`config.mk`:
```
export PLATFORM = sky130hd
export DESIGN_NAME = q2_seq_ctrl
export DESIGN_NICKNAME = d
export VERILOG_FILES = /design/src/rtl/q2_pkg.sv /design/src/rtl/q2_resp_capture.sv /design/src/rtl/q2_seq_ctrl.sv
export SDC_FILE = /design/constraint.sdc
export NUM_CORES = 1
export LEC_CHECK = 0
export BUFFER_PORTS_ARGS = -buffer_cell sky130_fd_sc_hd__buf_2
export CAP_MARGIN = 25
export CORE_UTILIZATION = 53
export CTS_CLUSTER_DIAMETER = 30
export DETAILED_ROUTE_END_ITERATION = 8
export HOLD_SLACK_MARGIN = 0.12
export PLACE_DENSITY = 0.79
export SLEW_MARGIN = 20
export SYNTH_ARGS = -nofsm -noshare
export SYNTH_HDL_FRONTEND = slang
export SYNTH_HIERARCHICAL = 1
export SYNTH_SLANG_ARGS = --single-unit
```
`constraint.sdc`:
```
create_clock -name clk -period 1.9 [get_ports clk]
set_input_delay 0.095 -clock clk [delete_from_list [all_inputs] [get_ports clk]]
set_output_delay 0.095 -clock clk [all_outputs]
set_load 0.1 [all_outputs]
```
`src/rtl/q2_pkg.sv`:
```
// q2_pkg: shared state encoding and default run width for the Q2 sequencer
package q2_pkg;
  localparam int Q2_WIDTH = 8;
  typedef enum logic [2:0] {S_IDLE, S_DUT_RST, S_DRIVE, S_FLUSH, S_DONE} q2_state_e;
endpackage

```
`src/rtl/q2_resp_capture.sv`:
```
// q2_resp_capture: MSB-first shift capture of one response bit
module q2_resp_capture #(
  parameter int WIDTH = 8
) (
  input  logic             clk,
  input  logic             rst_i,
  input  logic             clr_i,
  input  logic             en_i,
  input  logic             d_i,
  output logic [WIDTH-1:0] q_o
);
  logic [WIDTH-1:0] q_q;
  always_ff @(posedge clk)
    q_q <= (rst_i || clr_i) ? '0 : en_i ? {q_q[WIDTH-2:0], d_i} : q_q;
  assign q_o = q_q;
endmodule

```
`src/rtl/q2_seq_ctrl.sv`:
```
// q2_seq_ctrl: drives a stimulus word into sequential_circuit_Q2 and captures its b/c responses
module q2_seq_ctrl
  import q2_pkg::*;
#(
  parameter int WIDTH = Q2_WIDTH
) (
  input  logic             clk,
  input  logic             rstn,
  input  logic             start,
  input  logic             abort,
  input  logic [WIDTH-1:0] pattern,
  input  logic             b_in,
  input  logic             c_in,
  output logic             a_out,
  output logic             dut_rstn,
  output logic             busy,
  output logic             done,
  output logic [WIDTH-1:0] b_cap,
  output logic [WIDTH-1:0] c_cap
);
  localparam int CW = $clog2(WIDTH);
  localparam logic [CW-1:0] LAST = CW'(WIDTH - 1);
  q2_state_e        state_q;
  logic [CW-1:0]    cnt_q;
  logic [WIDTH-1:0] sr_q;
  logic             a_q, dut_rstn_q, busy_q, done_q;
  logic             cap_clr, cap_en;
  always_ff @(posedge clk) begin
    if (rstn) begin
      state_q    <= S_IDLE;
      cnt_q      <= '0;
      sr_q       <= '0;
      a_q        <= 1'b0;
      dut_rstn_q <= 1'b0;
      busy_q     <= 1'b0;
      done_q     <= 1'b0;
    end else if (abort && state_q != S_IDLE) begin
      state_q    <= S_IDLE;
      cnt_q      <= '0;
      a_q        <= 1'b0;
      dut_rstn_q <= 1'b1;
      busy_q     <= 1'b0;
      done_q     <= 1'b0;
    end else begin
      case (state_q)
        S_IDLE: begin
          dut_rstn_q <= !start;
          busy_q     <= start;
          if (start) begin
            sr_q    <= pattern;
            state_q <= S_DUT_RST;
          end
        end
        S_DUT_RST: begin
          state_q    <= S_DRIVE;
          dut_rstn_q <= 1'b1;
          cnt_q      <= '0;
          a_q        <= sr_q[WIDTH-1];
          sr_q       <= {sr_q[WIDTH-2:0], 1'b0};
        end
        S_DRIVE: begin
          if (cnt_q == LAST) begin
            state_q <= S_FLUSH;
            cnt_q   <= '0;
            a_q     <= 1'b0;
          end else begin
            cnt_q <= cnt_q + 1'b1;
            a_q   <= sr_q[WIDTH-1];
            sr_q  <= {sr_q[WIDTH-2:0], 1'b0};
          end
        end
        S_FLUSH: begin
          state_q <= S_DONE;
          done_q  <= 1'b1;
        end
        default: begin
          state_q <= S_IDLE;
          done_q  <= 1'b0;
          busy_q  <= 1'b0;
        end
      endcase
    end
  end
  // the response to drive bit k arrives one cycle later, so sampling skips cnt=0 and ends on FLUSH
  assign cap_clr = !rstn && state_q == S_IDLE && start;
  assign cap_en  = !rstn && !abort && ((state_q == S_DRIVE && cnt_q != '0) || state_q == S_FLUSH);
  q2_resp_capture #(.WIDTH(WIDTH)) u_cap_b (
    .clk(clk), .rst_i(rstn), .clr_i(cap_clr), .en_i(cap_en), .d_i(b_in), .q_o(b_cap)
  );
  q2_resp_capture #(.WIDTH(WIDTH)) u_cap_c (
    .clk(clk), .rst_i(rstn), .clr_i(cap_clr), .en_i(cap_en), .d_i(c_in), .q_o(c_cap)
  );
  assign a_out    = a_q;
  assign dut_rstn = dut_rstn_q;
  assign busy     = busy_q;
  assign done     = done_q;
endmodule

```
Yosys cells after proc, flatten, opt, wreduce, memory -nomap -nowiden
Cells that the tools add are included.
{"block": "classes", "addsub": 1, "eq_ne": 7, "muxes": 14, "bitwise": 1, "n_reduce_logical": 22}
{"operator": "one-hot mux 8 bit (3 select lines)", "count": 1}
{"operator": "two-way mux 8 bit", "count": 2}
{"operator": "one-hot mux 3 bit (4 select lines)", "count": 1}
{"operator": "nonzero test 3 bit", "count": 4}
{"operator": "two-way mux 3 bit", "count": 3}
{"operator": "one-hot mux 1 bit (2 select lines)", "count": 4}
{"operator": "== test 3 x 2 -> 1 bit (second input constant)", "count": 2}
{"operator": "logical AND 1 bit", "count": 6}
{"operator": "!= test 2 bit (second input constant)", "count": 3}
{"operator": "one-hot mux 3 bit (2 select lines)", "count": 1}
{"operator": "OR reduction 3 bit", "count": 2}
{"operator": "AND reduction 4 bit", "count": 1}
{"operator": "adder 3 x 1 -> 3 bit (second input constant)", "count": 1}
{"operator": "== test 3 x 1 -> 1 bit (second input constant)", "count": 1}
{"operator": "== test 3 bit (second input constant)", "count": 1}
{"operator": "zero test 1 bit", "count": 3}
{"operator": "zero test 3 bit", "count": 1}
{"operator": "logical OR 1 bit", "count": 2}
{"operator": "two-way mux 1 bit", "count": 2}
{"operator": "AND reduction 2 bit", "count": 1}
{"operator": "nonzero test 2 bit", "count": 1}
{"operator": "OR reduction 2 bit", "count": 1}
{"operator": "NOT 1 bit", "count": 1}
{"block": "word_totals", "ff_bits": 34, "inputBits": 14, "output_inout_bits": 20}

Longest topological paths before layout
Gate-level depths: netlist (run 1).
{"block": "depth", "ltp_word": 4, "ltp_mapped": 7, "ltp_nobuf": 6}

Cells and area by module
Netlist (run 1), hierarchy kept.
{"module": "q2_seq_ctrl", "instances": 1, "cells_per_inst": 103, "area_per_inst_um2": 948.4}
{"module": "q2_resp_capture", "instances": 2, "cells_per_inst": 27, "area_per_inst_um2": 295.3}

Worst setup path before layout (run 1)
Ideal clock, no wire load.
{"block": "synth_path", "path_type": "reg-to-reg", "from": "register cnt_q[0]", "to": "register sr_q[6]", "setup_time_ps": 88, "arrival_time_ps": 1495, "path_slack_ps": 317, "path_stages_with_launch": 8, "cell_sequence": "dfxtp_1 > ha_1 > ha_1 > nor3b_2 > o311a_4 > buf_12 > nor2_2 > a311oi_2"}
{"block": "synth_between", "elab_chain_cells": 3}
{"item": "start: declaration", "line_no": "q2_seq_ctrl.sv:24", "source": "logic [CW-1:0] cnt_q;"}
{"item": "start signal: assignment", "line_no": "q2_seq_ctrl.sv:67", "source": "cnt_q <= cnt_q + 1'b1;"}
{"item": "== test 3 bit", "line_no": "q2_seq_ctrl.sv:62", "source": "if (cnt_q == LAST) begin"}
{"item": "!= test 2 bit (no source line)"}
{"item": "AND reduction 4 bit (no source line)"}
{"item": "end signal: assignment", "line_no": "q2_seq_ctrl.sv:50", "source": "sr_q <= pattern;"}
{"item": "end signal: assignment", "line_no": "q2_seq_ctrl.sv:59", "source": "sr_q <= {sr_q[WIDTH-2:0], 1'b0};"}
{"item": "end signal: assignment", "line_no": "q2_seq_ctrl.sv:69", "source": "sr_q <= {sr_q[WIDTH-2:0], 1'b0};"}
{"item": "end: declaration", "line_no": "q2_seq_ctrl.sv:25", "source": "logic [WIDTH-1:0] sr_q;"}
No other way between the ends.
A chain may end at the register's enable or synchronous reset.

Worst setup path after layout (run 1)
{"block": "layout_path", "from": "register cnt_q[0]", "to": "register sr_q[5]"}
The elaborated chain is that of the path after synthesis.

==> results.cfg, run 1 <==
[clock_network]
clockBufferDepth = 2
cts_tree = yes
cts-root-buf = clkbuf_4
clock_latency_ns = 0.33
ctsHtreeMaxLevel = 2
cts_buffers = 5
clk_pin_slew_worst_paths_ns = 0.10
postCtsSetupBuffers = 0
ctsHoldBuffers = 11
post_cts_resized = 0
clock-sinks = 34

[worst_hold_path]
hp-class = in2reg

[yosys]
syn_inst = 157
ys_seq_area_share_pct = 44.2
yosys.area_share.simple_pct = 19.6
yosysTopAreaCellShare_pct = 44.2
ys_async_sr_fraction_pct = 0
synth_most_common_cell = dfxtp_1
avgSynthCellArea_um2 = 9.80
synthMuxAreaShare_pct = 11.1
synth_top_area_cell = dfxtp_1
ys_warn_count = 6
synth_ff_type = dfxtp_1
ys_ff_latch = 34
synth_common_cells = dfxtp_1, nor2_1, mux2i_1
synthTopCellsByArea = dfxtp_1, mux2i_1, nor2_1
synth_fa_ha_area_share_pct = 3.25
synth_area_mm2 = 0.00154
synth_compound_area_share_pct = 13.9
synth_top_family_by_area = simple AND/OR/NAND/NOR gates
syn_nets = 175
synth_cell_types = 32
synth_edf_count = 0
synthXorXnorAreaFrac_pct = 0.569

[timing]
fin_crit_sh_pct = 94.9
worst_pin_slew_ns = 0.489
hold_viol = 0
fmax_ghz = 0.554
fin_ws_ns = 0.0962
period_needed_ns = 1.80
finClkSkew_ns = 0.00172
rsz0062_at_grt = false
finalMaxSlewViolations = 0
relSlewSlack_pct = 67.6
setup_violations = 0
tns_ns = 0

[detailed_routing]
drcViolationCount = 0
ant_nets = 0
vias_per_cell = 5.35
drtIter0Drc = 18
first_pass_iters = 4
wire_per_inst_um = 13.2
wl_um = 3040
vias = 1236

[power]
p_leak_nw = 0.755
vdd_drop_max_uv = 556
power.total_mw = 1.51
powerDensity_mw_per_mm2 = 824

[floorplan]
start_util_pct = 55.8
die_area_mm2 = 0.00312
dieHeight_um = 55.9
coreArea_mm2 = 0.00276
fp-row-count = 19
die_x_um = 55.9
ios = 34

[layout]
n_antenna_cell = 0
fin_area_mm2 = 0.00183
multi_input_area_um2 = 748
fillers = 230
area_growth_pct = 19.1
layout-drive-gt1-share_pct = 28.5
finish.utilization_pct = 66.5
nets = 217
regArea_um2 = 681

[placed_design]
place_congestion = 0.766
io_buffers = 33
place_area_mm2 = 0.00166
post-place-ws_ns = 0.126
dp_hpwl_um = 2080

[grt]
antenna_found_initial = 0
grt_pass1_wl_um = 4950
grt_pass1_vias = 1131
track_usage_pct = 20.8
grt_max_degree = 17
grt.overflow.total = 0

[setup_path]
crit_path_end_kind = flip-flop
start_kind = flip-flop
crit_path_max_fanout = 16
crit_required_ns = 2.14
path_class = reg2reg
arrival_ns = 2.04

[status]
outcome = finished clean

[flow_run]
maxCapViolations = 0
area by class of cell:
class | count | share of cell area [%]
Tap cell | 31 | 2.12
Inverter | 4 | 0.819
Multi-Input combinational cell | 108 | 40.8
Timing Repair Buffer | 46 | 15.8
Clock buffer | 7 | 3.00
Clock inverter | 1 | 0.273
Sequential cell | 34 | 37.1
report_power, final:
part | switching (mW) | leakage, nW | internal, mW
Sequential | 0.0358 | 0.277 | 0.754
Combinational | 0.199 | 0.443 | 0.116
Clock | 0.227 | 0.0353 | 0.179
Total | 0.462 | 0.755 | 1.05
path summary, 6_finish.rpt:
check | from | to | slack, ns | cells past startpoint
worst min register to register | sr_q[0]$_SDFFE_PP0P_ | sr_q[0]$_SDFFE_PP0P_ | 0.49 | 2
worst max register to register | cnt_q[0]$_SDFFE_PP0P_ | sr_q[5]$_SDFFE_PP0P_ | 0.1 | 6
worst min-delay path | rstn | sr_q[6]$_SDFFE_PP0P_ | 0.16 | 2
worst max-delay path | cnt_q[0]$_SDFFE_PP0P_ | sr_q[5]$_SDFFE_PP0P_ | 0.1 | 6
registers in the layout, summed over array words and instances, names as in the netlist:
name         flops
a_out            1
busy             1
cnt_q            3
done             1
dut_rstn         1
sr_q             8
state_q          3
u_cap_b/q_o      8
u_cap_c/q_o      8
stage by stage:
| stage | hold slack (ns) | cells |
|---|---|---|
| 6_report | 0.157 | 231 |
| 3_3_place_gp | 0.333 | 212 |
| 3_5_place_dp | 0.342 | 212 |
| 4_1_cts | 0.142 | 231 |
| 2_1_floorplan | 0.216 | 157 |
| 5_1_grt | 0.145 | 231 |
worst max-delay path, stage by stage (launching register included):
cell	delay [ns]
dfxtp_1	0.35
ha_1	0.25
ha_1	0.24
nor3b_2	0.20
o311a_4	0.31
nor2_1	0.10
a311oi_2	0.26
cell families after synthesis:
kind of cell / count (synthesis)
xor+xnor: 1
simple gates: 65
flops: 34
buf+inv: 15
fa+ha+maj: 4
compound gates: 21
mux: 17
layout by cell type, fill, tap and decap left out, drive strengths merged:
cell / n
nand3: 2
a311oi: 9
nand2: 15
inv: 4
a32oi: 1
nor3b: 2
or3b: 1
nor2: 33
or2: 3
nor2b: 1
ha: 4
o21ai: 1
clkbuf: 7
mux2i: 17
or3: 1
a22oi: 1
dlygate4sd3: 11
buf: 35
clkinv: 1
a21oi: 6
o21a: 1
o311a: 1
nor3: 5
nand2b: 1
nor4: 1
xnor2: 1
dfxtp: 34
a21o: 1
per-layer routing:
metal / part of all wire, % / vias up / GRT usage (%)
met5: 0 / - / 0
met4: 3.9 / 0 / 13.2
met3: 5.1 / 14 / 6.28
met2: 50 / 36 / 35.6
met1: 41 / 562 / 22.3
li1: - / 624 / -
Note: power is estimated with default switching activity, not from simulation.
==> run 2: changes to the inputs <==
--- a/config.mk
+++ b/config.mk
@@ -7,6 +7,7 @@
 export LEC_CHECK = 0
 export BUFFER_PORTS_ARGS = -buffer_cell sky130_fd_sc_hd__buf_2
 export CAP_MARGIN = 25
+export CORE_MARGIN = 2
 export CORE_UTILIZATION = 53
 export CTS_CLUSTER_DIAMETER = 30
 export DETAILED_ROUTE_END_ITERATION = 8
@@ -17,3 +18,4 @@
 export SYNTH_HDL_FRONTEND = slang
 export SYNTH_HIERARCHICAL = 1
 export SYNTH_SLANG_ARGS = --single-unit
+export TNS_END_PERCENT = 100
==> run 2 against run 1 <==
  * Critical path depth is the same
  * Sequential share of layout area down 0.15 points
  * Worst setup slack better by 0.071 ns
  * Final area increased by 0.41%
  * Largest cell class unchanged
  * Highest routed layer unchanged
  * Power is essentially flat
  * Hold slack got worse by 0.0060 ns
  * Cell count up 0.43%
  * Largest power group unchanged
  * Clock skew is 0.010 ns higher
  * Non-clock buffer count increased by 1
  * Clock power increased by 1%
==> results.cfg, run 2 (synthesized netlist as in run 1, its figures left out) <==
[timing]
rsz0062_at_grt = false
period_needed_ns = 1.73
hold_viol = 0
tns_ns = 0
setup_violations = 0
finClkSkew_ns = 0.0122
worst_pin_slew_ns = 0.488
fin_crit_sh_pct = 91.2
timing.hold.ws_ns = 0.151
finalMaxSlewViolations = 0
fmax_ghz = 0.577
relSlewSlack_pct = 67.7

[power]
powerDensity_mw_per_mm2 = 820
p_clk_share_pct = 27.2
power_frac_comb_pct = 20.6
p_sw_mw = 0.461
vdd_drop_max_uv = 735
sw_frac_of_total_pct = 30.5
p_int_mw = 1.05
seqPwrFrac_pct = 52.3
p_leak_nw = 0.761
power.total_mw = 1.51

[detailed_routing]
vias_per_cell = 5.37
drcViolationCount = 0
first_pass_iters = 4
vias = 1245
ant_nets = 0
wire_per_inst_um = 12.9
wl_um = 2990
drtIter0Drc = 61

[layout]
area_growth_pct = 19.6
finish.utilization_pct = 66.7
n_antenna_cell = 0
fin_area_mm2 = 0.00184
layout-drive-gt1-share_pct = 28.9
nets = 218
final_common_cell = dfxtp_1
final_cell_mix = dfxtp_1, buf_2, nor2_1

[floorplan]
fp-row-count = 19
coreArea_mm2 = 0.00276
die_x_um = 57.9
dieHeight_um = 57.9
die_area_mm2 = 0.00335
ios = 34
start_util_pct = 55.8

[clock_network]
clock_latency_ns = 0.34
post_cts_resized = 0
cts_buffers = 5
postCtsSetupBuffers = 0
ctsHtreeMaxLevel = 2
clk_pin_slew_worst_paths_ns = 0.10
cts-root-buf = clkbuf_4
clock-sinks = 34
cts_tree = yes
clockBufferDepth = 2

[grt]
grt.overflow.total = 0
grt_pass1_vias = 1173
track_usage_pct = 19.8
grt_max_degree = 17
antenna_found_initial = 0
grt_pass1_wl_um = 5000

[setup_path]
crit_path_end_kind = flip-flop
crit_path_max_fanout = 16
crit_required_ns = 2.14
arrival_ns = 1.97
start_kind = flip-flop
path_class = reg2reg

[placed_design]
dp_hpwl_um = 2100
place_area_mm2 = 0.00167
place_congestion = 0.732
io_buffers = 33

[worst_hold_path]
hp-class = in2reg

[flow_run]
maxCapViolations = 0

[status]
outcome = finished clean
## run 2: final timing paths
path                    startpoint                   end  slack, ns  cells after the start
min                           rstn  sr_q[2]$_SDFFE_PP0P_       0.15                      2
max reg2reg  cnt_q[0]$_SDFFE_PP0P_  sr_q[7]$_SDFFE_PP0P_       0.17                      6
min reg2reg   sr_q[0]$_SDFFE_PP0P_  sr_q[0]$_SDFFE_PP0P_       0.49                      2
max          cnt_q[0]$_SDFFE_PP0P_  sr_q[7]$_SDFFE_PP0P_       0.17                      6
## run 2: cell type report
cell class / count / area [um^2]
clock buffers: 7 / 55.1
clock inverters: 1 / 5.00
fillers: 218 / 917
inverters: 4 / 15.0
multi-input cells: 108 / 748
flip-flops and latches: 34 / 681
well taps: 31 / 38.8
repair buffers: 47 / 298
## run 2: what timing repair did
action	CTS	global route
hold buffers	11	0
endpoints found under the hold margin	11	0
setup endpoints to repair	0	0
## run 2: per-stage QoR
| stage | instances | worst slack (ns) |
|---|---|---|
| finish | 232 | 0.167 |
| global route | 232 | 0.0590 |
| floorplan | 157 | 0.317 |
| CTS | 232 | 0.162 |
| global placement | 213 | 0.295 |
| detailed placement | 213 | 0.175 |
## run 2: layer usage
layer	wire, um	GRT usage (%)	vias up
met4	62	8.97	0
li1	-	-	626
met2	1500	33.1	27
met3	150	6.25	4
met5	0	0	-
met1	1280	23.1	588
## run 2: power groups by stage
stage          Sequential (mW)  Combinational [mW]  Clock, mW
3_3_place_gp             0.804               0.281          0
5_1_grt                  0.795               0.337      0.448
2_1_floorplan            0.841               0.229          0
6_report                 0.789               0.310      0.410
3_5_place_dp             0.805               0.292          0
4_1_cts                  0.790               0.312      0.426
## run 2: worst max-delay path, cell delays in order, from the launching register on
cell      delay [ns]
dfxtp_1         0.35
ha_1            0.23
ha_1            0.22
nor3b_2         0.20
o311a_4         0.32
nor2_2          0.06
a311oi_2        0.25
==> run 3: changes to the inputs <==
--- a/config.mk
+++ b/config.mk
@@ -12,6 +12,7 @@
 export CTS_CLUSTER_DIAMETER = 30
 export DETAILED_ROUTE_END_ITERATION = 8
 export HOLD_SLACK_MARGIN = 0.12
+export MAX_ROUTING_LAYER = met4
 export PLACE_DENSITY = 0.79
 export SLEW_MARGIN = 20
 export SYNTH_ARGS = -nofsm -noshare
==> run 3 against run 2 <==
  * Fmax is essentially flat
  * Non-clock buffer count is the same
  * Final area is the same
  * Cell count is the same
  * Critical path type unchanged
==> results.cfg, run 3 (synthesized netlist as in run 1, its figures left out) <==
[placed_design]
io_buffers = 33
place_congestion = 0.741
dp_hpwl_um = 2100
post-place-ws_ns = 0.175
place_area_mm2 = 0.00167

[floorplan]
dieHeight_um = 57.9
ios = 34
start_util_pct = 55.8
die_x_um = 57.9
fp-row-count = 19
die_area_mm2 = 0.00335
coreArea_mm2 = 0.00276

[detailed_routing]
vias = 1239
ant_nets = 0
first_pass_iters = 4
wl_um = 3010
vias_per_cell = 5.34
wire_per_inst_um = 13.0
drtIter0Drc = 63
drcViolationCount = 0

[grt]
grt_pass1_wl_um = 4990
grt_max_degree = 17
grt_pass1_vias = 1174
antenna_found_initial = 0
grt.overflow.total = 0
track_usage_pct = 20.4

[status]
outcome = finished clean

[setup_path]
path_class = reg2reg
crit_path_end_kind = flip-flop
r2r_start = cnt_q[0]$_SDFFE_PP0P_
startpoint = cnt_q[0]$_SDFFE_PP0P_
arrival_ns = 1.97
crit_path_max_fanout = 16
crit_required_ns = 2.14
reg2reg_setup_slack_ns = 0.17
start_kind = flip-flop

[clock_network]
cts-root-buf = clkbuf_4
clock_latency_ns = 0.34
clock-sinks = 34
cts_tree = yes
clk_pin_slew_worst_paths_ns = 0.10
clockBufferDepth = 2
post_cts_resized = 0
ctsHtreeMaxLevel = 2
cts_buffers = 5

[power]
powerDensity_mw_per_mm2 = 821
vdd_drop_max_uv = 736
p_leak_nw = 0.761

[timing]
relSlewSlack_pct = 67.7
worst_pin_slew_ns = 0.488
setup_violations = 0
tns_ns = 0
period_needed_ns = 1.73
fmax_ghz = 0.577
fin_crit_sh_pct = 91.2
fin_ws_ns = 0.166
finalMaxSlewViolations = 0
hold_viol = 0
finClkSkew_ns = 0.0126
rsz0062_at_grt = false

[layout]
area_growth_pct = 19.6
final_common_cell = dfxtp_1
nets = 218
fin_area_mm2 = 0.00184
layout-drive-gt1-share_pct = 28.9
final_cell_mix = dfxtp_1, buf_2, nor2_1
n_antenna_cell = 0

[worst_hold_path]
min-delay-start = rstn
hp-class = in2reg

[flow_run]
maxCapViolations = 0
==> run 3: worst max-delay path: stages (launching register included) <==
cell and delay, ns:
dfxtp_1 0.35, ha_1 0.23, ha_1 0.22, nor3b_2 0.20, o311a_4 0.32, nor2_2 0.06
a311oi_2 0.25
==> run 3: final timing paths <==
check / end / cells past startpoint
worst max-delay path: sr_q[7]$_SDFFE_PP0P_ / 6
worst min-delay path: sr_q[2]$_SDFFE_PP0P_ / 2
worst max register to register: sr_q[7]$_SDFFE_PP0P_ / 6
worst min register to register: sr_q[0]$_SDFFE_PP0P_ / 2
==> run 3: timing repair <==
action | 4_1_cts | 5_1_grt
setup buffers | 0 | 0
hold buffers | 11 | 0
endpoints found under the hold margin | 11 | 0
==> run 3: metal layers <==
metal	routed length, um	track usage (%)
met3	144	6.25
met4	61	8.97
met2	1500	33.1
met5	0	-
met1	1300	23.1
==> run 3: layout make-up <==
| type | instances | area, um^2 |
|---|---|---|
| Tap cell | 31 | 38.8 |
| Sequential cell | 34 | 681 |
| Timing Repair Buffer | 47 | 298 |
| Clock buffer | 7 | 55.1 |
| Multi-Input combinational cell | 108 | 748 |
| Fill cell | 218 | 917 |
| Inverter | 4 | 15.0 |
| Clock inverter | 1 | 5.00 |
==> run 3: through the flow <==
step | std cells | power (mW) | hold WS [ns] | util, %
floorplan | 157 | 1.07 | 0.216 | -
global placement | 213 | 1.08 | 0.333 | 60.6
detailed placement | 213 | 1.10 | 0.339 | 60.6
CTS | 232 | 1.53 | 0.133 | 66.7
global route | 232 | 1.58 | 0.155 | 66.7
finish | 232 | 1.51 | 0.155 | 66.7
==> run 3: where the power goes <==
part           switching, mW  leakage, nW  internal (mW)
sequential            0.0353        0.277          0.754
combinational          0.194        0.449          0.116
clock                  0.231       0.0353          0.179
total                  0.461        0.761           1.05
